File: config.mk
export PLATFORM = sky130hd
export DESIGN_NAME = exe_mem_stage_reg_flat
export DESIGN_NICKNAME = d
export VERILOG_FILES = /design/src/rtl/exe_mem_stage_reg_pkg.sv /design/src/rtl/exe_mem_stage_reg_if.sv /design/src/rtl/exe_mem_stage_reg_status_reg.sv /design/src/rtl/exe_mem_stage_reg.sv /design/src/flat_wrapper.sv
export SDC_FILE = /design/constraint.sdc
export NUM_CORES = 1
export LEC_CHECK = 0
export CORE_MARGIN = 4
export CORE_UTILIZATION = 43
export DETAILED_ROUTE_END_ITERATION = 6
export PLACE_DENSITY = 0.88
export SKIP_LAST_GASP = 1
export SYNTH_ARGS = -nofsm -noshare
export SYNTH_HDL_FRONTEND = slang
export SYNTH_SLANG_ARGS = --single-unit
export TNS_END_PERCENT = 1
File: constraint.sdc
create_clock -name clk -period 2.4 [get_ports clk]
set_clock_uncertainty 0.1 [all_clocks]
set_input_delay 0.24 -clock clk [delete_from_list [all_inputs] [get_ports clk]]
set_output_delay 0.24 -clock clk [all_outputs]
set_load 0.02 [all_outputs]
File: src/rtl/exe_mem_stage_reg_pkg.sv
// Shared widths, flag bit positions and the entry layout for the EXE/MEM boundary.
// The entry typedef uses the default widths; parameterised users build a local copy.
package exe_mem_stage_reg_pkg;

   localparam int DATA_W_DEF     = 32;
   localparam int REG_ADDR_W_DEF = 4;

   localparam int FLAGS_W = 4;
   localparam int FLAG_N  = 3;
   localparam int FLAG_Z  = 2;
   localparam int FLAG_C  = 1;
   localparam int FLAG_V  = 0;

   typedef struct packed {
      logic [DATA_W_DEF-1:0]     result;
      logic [DATA_W_DEF-1:0]     store_data;
      logic [REG_ADDR_W_DEF-1:0] dest;
      logic                      wb_en;
      logic                      r_en;
      logic                      w_en;
   } mem_entry_t;

   // Carry-in seen by the ALU for ADC/SBC-style instructions.
   function automatic logic carry_in(input logic [FLAGS_W-1:0] flags);
      return flags[FLAG_C];
   endfunction

endpackage

File: src/rtl/exe_mem_stage_reg_if.sv
// EXE-side and MEM-side bundle of the EXE/MEM pipeline register.
// slave: the stage register itself; master: the surrounding pipeline (or a bench).
interface exe_mem_stage_reg_if
   import exe_mem_stage_reg_pkg::*;
#(
   parameter int DATA_W     = DATA_W_DEF,
   parameter int REG_ADDR_W = REG_ADDR_W_DEF
) ();

   logic                  exe_valid;
   logic                  exe_ready;
   logic [DATA_W-1:0]     alu_result;
   logic [FLAGS_W-1:0]    alu_status;
   logic                  s_bit;
   logic [DATA_W-1:0]     store_data;
   logic [REG_ADDR_W-1:0] dest;
   logic                  wb_en;
   logic                  mem_r_en;
   logic                  mem_w_en;
   logic                  flush;

   logic                  mem_valid;
   logic                  mem_ready;
   logic [DATA_W-1:0]     mem_alu_result;
   logic [DATA_W-1:0]     mem_store_data;
   logic [REG_ADDR_W-1:0] mem_dest;
   logic                  mem_wb_en;
   logic                  mem_r_en_o;
   logic                  mem_w_en_o;
   logic [FLAGS_W-1:0]    status_out;

   modport slave (
      input  exe_valid, alu_result, alu_status, s_bit, store_data, dest,
             wb_en, mem_r_en, mem_w_en, flush, mem_ready,
      output exe_ready, mem_valid, mem_alu_result, mem_store_data, mem_dest,
             mem_wb_en, mem_r_en_o, mem_w_en_o, status_out
   );

   modport master (
      output exe_valid, alu_result, alu_status, s_bit, store_data, dest,
             wb_en, mem_r_en, mem_w_en, flush, mem_ready,
      input  exe_ready, mem_valid, mem_alu_result, mem_store_data, mem_dest,
             mem_wb_en, mem_r_en_o, mem_w_en_o, status_out
   );

endinterface

File: src/rtl/exe_mem_stage_reg_status_reg.sv
// Architectural {N,Z,C,V} register with load enable and asynchronous reset.
// Also used by the decode-stage condition check.
module status_reg
   import exe_mem_stage_reg_pkg::*;
(
   input  logic               clk,
   input  logic               rst,
   input  logic               load,
   input  logic [FLAGS_W-1:0] flags_in,
   output logic [FLAGS_W-1:0] flags_out
);

   logic [FLAGS_W-1:0] flags_d;
   logic [FLAGS_W-1:0] flags_q;

   always_comb begin
      flags_d = flags_q;
      if (load) begin
         flags_d = flags_in;
      end
   end

   always_ff @(posedge clk or posedge rst) begin
      if (rst) begin
         flags_q <= '0;
      end else begin
         flags_q <= flags_d;
      end
   end

   assign flags_out = flags_q;

endmodule

File: src/rtl/exe_mem_stage_reg.sv
// EXE->MEM pipeline register with flush, MEM backpressure and the status register.
// Define EXE_MEM_SKID_EN for a 2-entry skid buffer with a registered exe_ready.
module exe_mem_stage_reg
   import exe_mem_stage_reg_pkg::*;
#(
   parameter int DATA_W     = DATA_W_DEF,
   parameter int REG_ADDR_W = REG_ADDR_W_DEF
) (
   input  logic                clk,
   input  logic                rst,
   exe_mem_stage_reg_if.slave  bus
);

   typedef struct packed {
      logic [DATA_W-1:0]     result;
      logic [DATA_W-1:0]     store_data;
      logic [REG_ADDR_W-1:0] dest;
      logic                  wb_en;
      logic                  r_en;
      logic                  w_en;
   } entry_t;

   entry_t             in_entry;
   entry_t             main_d;
   entry_t             main_q;
   logic               main_valid_d;
   logic               main_valid_q;
   logic               ready;
   logic               accept;
   logic               pop;
   logic [FLAGS_W-1:0] status_flags;

   always_comb begin
      in_entry.result     = bus.alu_result;
      in_entry.store_data = bus.store_data;
      in_entry.dest       = bus.dest;
      in_entry.wb_en      = bus.wb_en;
      in_entry.r_en       = bus.mem_r_en;
      in_entry.w_en       = bus.mem_w_en;
   end

   // Flush suppresses the accept, so a discarded entry never touches the flags.
   assign accept = bus.exe_valid & ready & ~bus.flush;
   assign pop    = main_valid_q & bus.mem_ready;

`ifdef EXE_MEM_SKID_EN
   entry_t skid_d;
   entry_t skid_q;
   logic   skid_valid_d;
   logic   skid_valid_q;

   assign ready = ~skid_valid_q;

   always_comb begin
      main_d       = main_q;
      main_valid_d = main_valid_q;
      skid_d       = skid_q;
      skid_valid_d = skid_valid_q;
      if (pop) begin
         if (skid_valid_q) begin
            main_d       = skid_q;
            skid_valid_d = 1'b0;
         end else begin
            main_valid_d = 1'b0;
         end
      end
      // After the pop step, a still-valid main slot means the newcomer queues behind it.
      if (accept) begin
         if (!main_valid_d) begin
            main_d       = in_entry;
            main_valid_d = 1'b1;
         end else begin
            skid_d       = in_entry;
            skid_valid_d = 1'b1;
         end
      end
      if (bus.flush) begin
         main_valid_d = 1'b0;
         skid_valid_d = 1'b0;
      end
   end

   always_ff @(posedge clk or posedge rst) begin
      if (rst) begin
         main_q       <= '0;
         main_valid_q <= 1'b0;
         skid_q       <= '0;
         skid_valid_q <= 1'b0;
      end else begin
         main_q       <= main_d;
         main_valid_q <= main_valid_d;
         skid_q       <= skid_d;
         skid_valid_q <= skid_valid_d;
      end
   end
`else
   assign ready = ~main_valid_q | bus.mem_ready;

   always_comb begin
      main_d       = main_q;
      main_valid_d = main_valid_q;
      if (pop) begin
         main_valid_d = 1'b0;
      end
      if (accept) begin
         main_d       = in_entry;
         main_valid_d = 1'b1;
      end
      if (bus.flush) begin
         main_valid_d = 1'b0;
      end
   end

   always_ff @(posedge clk or posedge rst) begin
      if (rst) begin
         main_q       <= '0;
         main_valid_q <= 1'b0;
      end else begin
         main_q       <= main_d;
         main_valid_q <= main_valid_d;
      end
   end
`endif

   status_reg u_status_reg (
      .clk       (clk),
      .rst       (rst),
      .load      (accept & bus.s_bit),
      .flags_in  (bus.alu_status),
      .flags_out (status_flags)
   );

   assign bus.exe_ready      = ready;
   assign bus.status_out     = status_flags;
   assign bus.mem_valid      = main_valid_q;
   assign bus.mem_alu_result = main_q.result;
   assign bus.mem_store_data = main_q.store_data;
   assign bus.mem_dest       = main_q.dest;
   assign bus.mem_wb_en      = main_q.wb_en & main_valid_q;
   assign bus.mem_r_en_o     = main_q.r_en  & main_valid_q;
   assign bus.mem_w_en_o     = main_q.w_en  & main_valid_q;

endmodule

File: src/flat_wrapper.sv
// flat-port wrapper written by rule: the top's interface ports become plain ports
module exe_mem_stage_reg_flat import exe_mem_stage_reg_pkg::*;
#(
   parameter int DATA_W     = DATA_W_DEF,
   parameter int REG_ADDR_W = REG_ADDR_W_DEF
)
  (clk, rst, bus_exe_valid, bus_alu_result, bus_alu_status, bus_s_bit, bus_store_data, bus_dest, bus_wb_en, bus_mem_r_en, bus_mem_w_en, bus_flush, bus_mem_ready, bus_exe_ready, bus_mem_valid, bus_mem_alu_result, bus_mem_store_data, bus_mem_dest, bus_mem_wb_en, bus_mem_r_en_o, bus_mem_w_en_o, bus_status_out);
  exe_mem_stage_reg_if #(.DATA_W(DATA_W), .REG_ADDR_W(REG_ADDR_W)) bus_i ();
  input  logic clk;
  input  logic rst;
  input wire logic [$bits(bus_i.exe_valid)-1:0] bus_exe_valid;
  input wire logic [$bits(bus_i.alu_result)-1:0] bus_alu_result;
  input wire logic [$bits(bus_i.alu_status)-1:0] bus_alu_status;
  input wire logic [$bits(bus_i.s_bit)-1:0] bus_s_bit;
  input wire logic [$bits(bus_i.store_data)-1:0] bus_store_data;
  input wire logic [$bits(bus_i.dest)-1:0] bus_dest;
  input wire logic [$bits(bus_i.wb_en)-1:0] bus_wb_en;
  input wire logic [$bits(bus_i.mem_r_en)-1:0] bus_mem_r_en;
  input wire logic [$bits(bus_i.mem_w_en)-1:0] bus_mem_w_en;
  input wire logic [$bits(bus_i.flush)-1:0] bus_flush;
  input wire logic [$bits(bus_i.mem_ready)-1:0] bus_mem_ready;
  output wire logic [$bits(bus_i.exe_ready)-1:0] bus_exe_ready;
  output wire logic [$bits(bus_i.mem_valid)-1:0] bus_mem_valid;
  output wire logic [$bits(bus_i.mem_alu_result)-1:0] bus_mem_alu_result;
  output wire logic [$bits(bus_i.mem_store_data)-1:0] bus_mem_store_data;
  output wire logic [$bits(bus_i.mem_dest)-1:0] bus_mem_dest;
  output wire logic [$bits(bus_i.mem_wb_en)-1:0] bus_mem_wb_en;
  output wire logic [$bits(bus_i.mem_r_en_o)-1:0] bus_mem_r_en_o;
  output wire logic [$bits(bus_i.mem_w_en_o)-1:0] bus_mem_w_en_o;
  output wire logic [$bits(bus_i.status_out)-1:0] bus_status_out;
  assign bus_i.exe_valid = bus_exe_valid;
  assign bus_i.alu_result = bus_alu_result;
  assign bus_i.alu_status = bus_alu_status;
  assign bus_i.s_bit = bus_s_bit;
  assign bus_i.store_data = bus_store_data;
  assign bus_i.dest = bus_dest;
  assign bus_i.wb_en = bus_wb_en;
  assign bus_i.mem_r_en = bus_mem_r_en;
  assign bus_i.mem_w_en = bus_mem_w_en;
  assign bus_i.flush = bus_flush;
  assign bus_i.mem_ready = bus_mem_ready;
  assign bus_exe_ready = bus_i.exe_ready;
  assign bus_mem_valid = bus_i.mem_valid;
  assign bus_mem_alu_result = bus_i.mem_alu_result;
  assign bus_mem_store_data = bus_i.mem_store_data;
  assign bus_mem_dest = bus_i.mem_dest;
  assign bus_mem_wb_en = bus_i.mem_wb_en;
  assign bus_mem_r_en_o = bus_i.mem_r_en_o;
  assign bus_mem_w_en_o = bus_i.mem_w_en_o;
  assign bus_status_out = bus_i.status_out;
  exe_mem_stage_reg #(.DATA_W(DATA_W), .REG_ADDR_W(REG_ADDR_W)) u_core (.clk(clk), .rst(rst), .bus(bus_i));
endmodule
# == Yosys cells after proc, flatten, opt, wreduce, memory -nomap -nowiden ==
# Cells that the tools add are included.
# classes
reduce_logical,1
muxes,3
bitwise,10
# op_table
cell,count
bitwise AND 1 bit,7
two-way mux 1 bit,3
nonzero test 3 bit,1
inverter 1 bit,2
OR 1 bit,1
# totals
reg_bits,76

# == Longest topological paths before layout ==
# logic_depth
depth_word,6
depth_mapped,5
mapped_depth_nobuf,4

# == Hierarchy ==
# A second synthesis with hierarchy kept.
# unflattened
cells_unflattened,238
hier_area_um2,3741.1
# modules_own_cells
module,cells_each,n_inst,seq_area_each_um2,area_per_inst_um2
exe_mem_stage_reg,229,1,1801.7,3592.2
status_reg,9,1,100.1,148.9

# == Least setup slack after synthesis ==
# No wires, ideal clock.
# synth_path
path_kind,register to register
start,register u_core.main_valid_q (netlist: u_core.bus.mem_valid)
end,"register u_core.main_q, in the netlist u_core.bus.mem_alu_result[0]"
setup_slack_ps,749
path_stages_with_launch,6
setup_time_ps,125
arrival_time_ps,1426
required_time_ps,2175
period_less_slack_ps,1651
cell_sequence,dfrtp_1 -> nor2b_4 -> nor3b_2 -> buf_6 -> buf_12 -> mux2_4
# synth_between
elab_chain_len,4
# synth_rtl
element,line_no,source
"start, declared",exe_mem_stage_reg.sv:27,logic main_valid_q;
"start signal, assigned",exe_mem_stage_reg.sv:120,main_valid_q <= main_valid_d;
inverter 1 bit,exe_mem_stage_reg.sv:97,assign ready = ~main_valid_q | bus.mem_ready;
OR 1 bit,exe_mem_stage_reg.sv:97,
bitwise AND 1 bit (2 in series),exe_mem_stage_reg.sv:43,assign accept = bus.exe_valid & ready & ~bus.flush;
"end signal, assigned",exe_mem_stage_reg.sv:119,main_q <= main_d;
"end, declared",exe_mem_stage_reg.sv:25,entry_t main_q;
# No other way between the ends.
# A chain may end at the register's enable or synchronous reset.

# == Worst setup path after layout ==
# layout_path
start,register u_core.main_valid_q (netlist: u_core.bus.mem_valid)
end,output port bus_exe_ready
# layout_between
elab_chain_len,2
# layout_rtl
element,line_no,source
inverter 1 bit,exe_mem_stage_reg.sv:97,
OR 1 bit,exe_mem_stage_reg.sv:97,
"end, declared",flat_wrapper.sv:22,output wire logic [$bits(bus_i.exe_ready)-1:0] bus_exe_ready;
# No other way between the ends.

==> results.yml <==
status:
  status: "completed"
route:
  post_drt_wl_per_cell_um: 16.8
  viasPerCell: 4.50
  vias: 1988
  drc: 0
  dr.pass1.iters: 4
  ant_nets: 0
  drt-initial-drc-count: 46
  finalWirelength_um: 7430
place:
  port_buffers: 157
  gp_routability_congestion: 0.721
  dpl_cell_area_um2: 4850
  hpwl_um: 5620
synth:
  netlist_instances: 237
  seq_area_frac_synth_pct: 50.8
  synthTopCellsByCount: "dfrtp_1, mux2_4, buf_4, buf_12, mux2_2"
  synth_ff_type: "dfrtp_1"
  syn-num-nets: 318
  ys_async_sr_fraction_pct: 100
  synthTopCellsByArea: "dfrtp_1, mux2_4, buf_4"
  synth-edff-count: 0
  syn_area_um2: 3740
  synth.distinct_cells: 12
  ys_warn_count: 0
  synth_top_area_share_pct: 50.8
  syn_area_per_cell_um2: 15.8
  ys_ff_latch: 76
  synth_most_common_cell: "dfrtp_1"
  yosysTopAreaCell: "dfrtp_1"
power_and_ir_drop:
  p_sw_share_pct: 27.7
  vdd_drop_max_uv: 382
  power_mw: 3.97
  comb_power_share_pct: 32.7
  p_sw_mw: 1.10
  leakagePower_nw: 2.20
  p_int_mw: 2.87
  pwr-share-seq_pct: 41.0
  pwr-share-clk_pct: 26.3
  powerDensity_nw_per_um2: 783
worst_setup_path:
  reg2reg_to: "u_core.bus.mem_alu_result[16]"
  crit_start: "u_core.bus.mem_valid"
  cp.required_ns: 2.06
  arrival_ns: 1.60
  worstSetupPathType: "flop to output port"
  r2r_slack_ns: 0.65
  endpoint_kind: "output port"
  worst_r2r_path_depth: 4
  crit_fanout: 5
  worstSetupStartpointType: "flop"
  r2r_start: "u_core.bus.mem_valid"
cells_and_area:
  syn_to_final_growth_pct: 35.4
  layout-drive-gt1-share_pct: 29.4
  num-nets-final: 413
  fin_area_um2: 5070
  diodes: 0
global_routing:
  grt_first_pass_wirelength_um: 11300
  grt_overflow: 0
  grt_use_total_pct: 14.3
  antenna_found_initial: 0
  grt_pass1_vias: 2218
  grt_max_degree: 77
timing:
  tns_ns: 0
  rsz0062_at_grt: "no"
  relSlewSlack_pct: 72.9
  setup_viol: 0
  min_period_ns: 1.94
  finalCritPeriodShare_pct: 80.8
  tightestPinTransition_ns: 0.407
  hold_viol_final: 0
  timing.fmax_mhz: 516
  slew_violations: 0
flow_run:
  cap_violations: 0
die:
  core_um2: 8340
  die_x_um: 101
  start_util_pct: 44.9
  io_pins: 158
  die_area_um2: 10300
  fp.dieH_um: 101
  row_count: 33
clocking:
  numCtsBuffers: 9
  postCtsSetupRepairBufs: 0
  clockBufferDepth: 2
  cts-resized-gates: 0
  cts_tree: "done"
  hold_buffers: 0
  h-tree-depth: 3
  clk_latency_ns: 0.33
  path_clk_slew_ns: 0.08
  cts.sinks: 76
  cts_root_buffer: "clkbuf_8"
min_path:
  hold_class: "input pin to asynchronous set/reset pin"
## layout make-up
type / count / area [µm²]
clock buffers: 10 / 128
clock inverters: 6 / 88.8
fillers: 652 / 3270
inverters: 2 / 8.76
multi-input cells: 83 / 1180
flip-flops and latches: 76 / 1900
well taps: 105 / 131
repair buffers: 160 / 1630
## power by group through the flow
stage	Clock (mW)	Combinational, mW	Sequential, mW
6_report	1.04	1.30	1.63
5_1_grt	1.14	1.36	1.66
3_3_place_gp	0	1.29	1.64
2_1_floorplan	0	0.969	1.63
3_5_place_dp	0	1.31	1.65
4_1_cts	1.08	1.32	1.63
## worst max-delay path by stage
stage                     depth (start not counted)  slack, ns                            end
after floorplan                                   1       0.12   u_core.bus.mem_alu_result[0]
after global placement                            5       0.41  u_core.bus.mem_alu_result[16]
after detailed placement                          5       0.39  u_core.bus.mem_alu_result[16]
after CTS                                         3       0.43                  bus_exe_ready
after global routing                              3       0.39                  bus_exe_ready
final                                             3       0.46                  bus_exe_ready
## cell usage in the layout, fill, tap and decap left out, types with 3 or more instances in the layout
| cell type | Yosys | routed |
|---|---|---|
| clkbuf_8 | 0 | 9 |
| mux2_4 | 70 | 70 |
| dfrtp_1 | 76 | 76 |
| clkdlybuf4s50_1 | 0 | 157 |
| buf_12 | 7 | 3 |
| and2_2 | 3 | 3 |
| mux2_2 | 5 | 5 |
## cells by family after synthesis
kind of cell,share of synthesized area [%]
buffers and inverters,17.9
DFF,50.8
muxes,29.6
and+or+nand+nor,1.74
## metrics by stage
stage | hold WS (ns) | setup slack, ns | cells | util (%)
2_1_floorplan | 0.206 | 0.122 | 237 | -
3_3_place_gp | 0.388 | 0.406 | 426 | 58.2
3_5_place_dp | 0.386 | 0.391 | 426 | 58.2
4_1_cts | 0.235 | 0.431 | 442 | 60.8
5_1_grt | 0.230 | 0.393 | 442 | 60.8
6_report | 0.211 | 0.461 | 442 | 60.8
## worst max-delay path, stage by stage, from the launching register on
cell and delay, ns:
dfrtp_1 0.42, nor2b_4 0.15, inv_1 0.08, clkdlybuf4s50_1 0.62
## flip-flops by register name (all words and copies together), names as in the netlist
| register | count |
|---|---|
| u_core.main_q | 3 |
| u_core.bus.mem_dest | 4 |
| u_core.u_status_reg.flags_out | 4 |
| u_core.bus.mem_store_data | 32 |
| u_core.bus.mem_alu_result | 32 |
| u_core.bus.mem_valid | 1 |
## layer usage
metal	vias to the layer above	routed length [µm]	global-route usage [%]	share of wire (%)
li1	908	-	-	-
met1	971	2900	17.4	39
met2	97	3710	23.6	50
met3	12	698	4.61	9.4
met4	0	119	5.32	1.6
met5	-	0	0	0
Power figures use the tool's default switching activity.
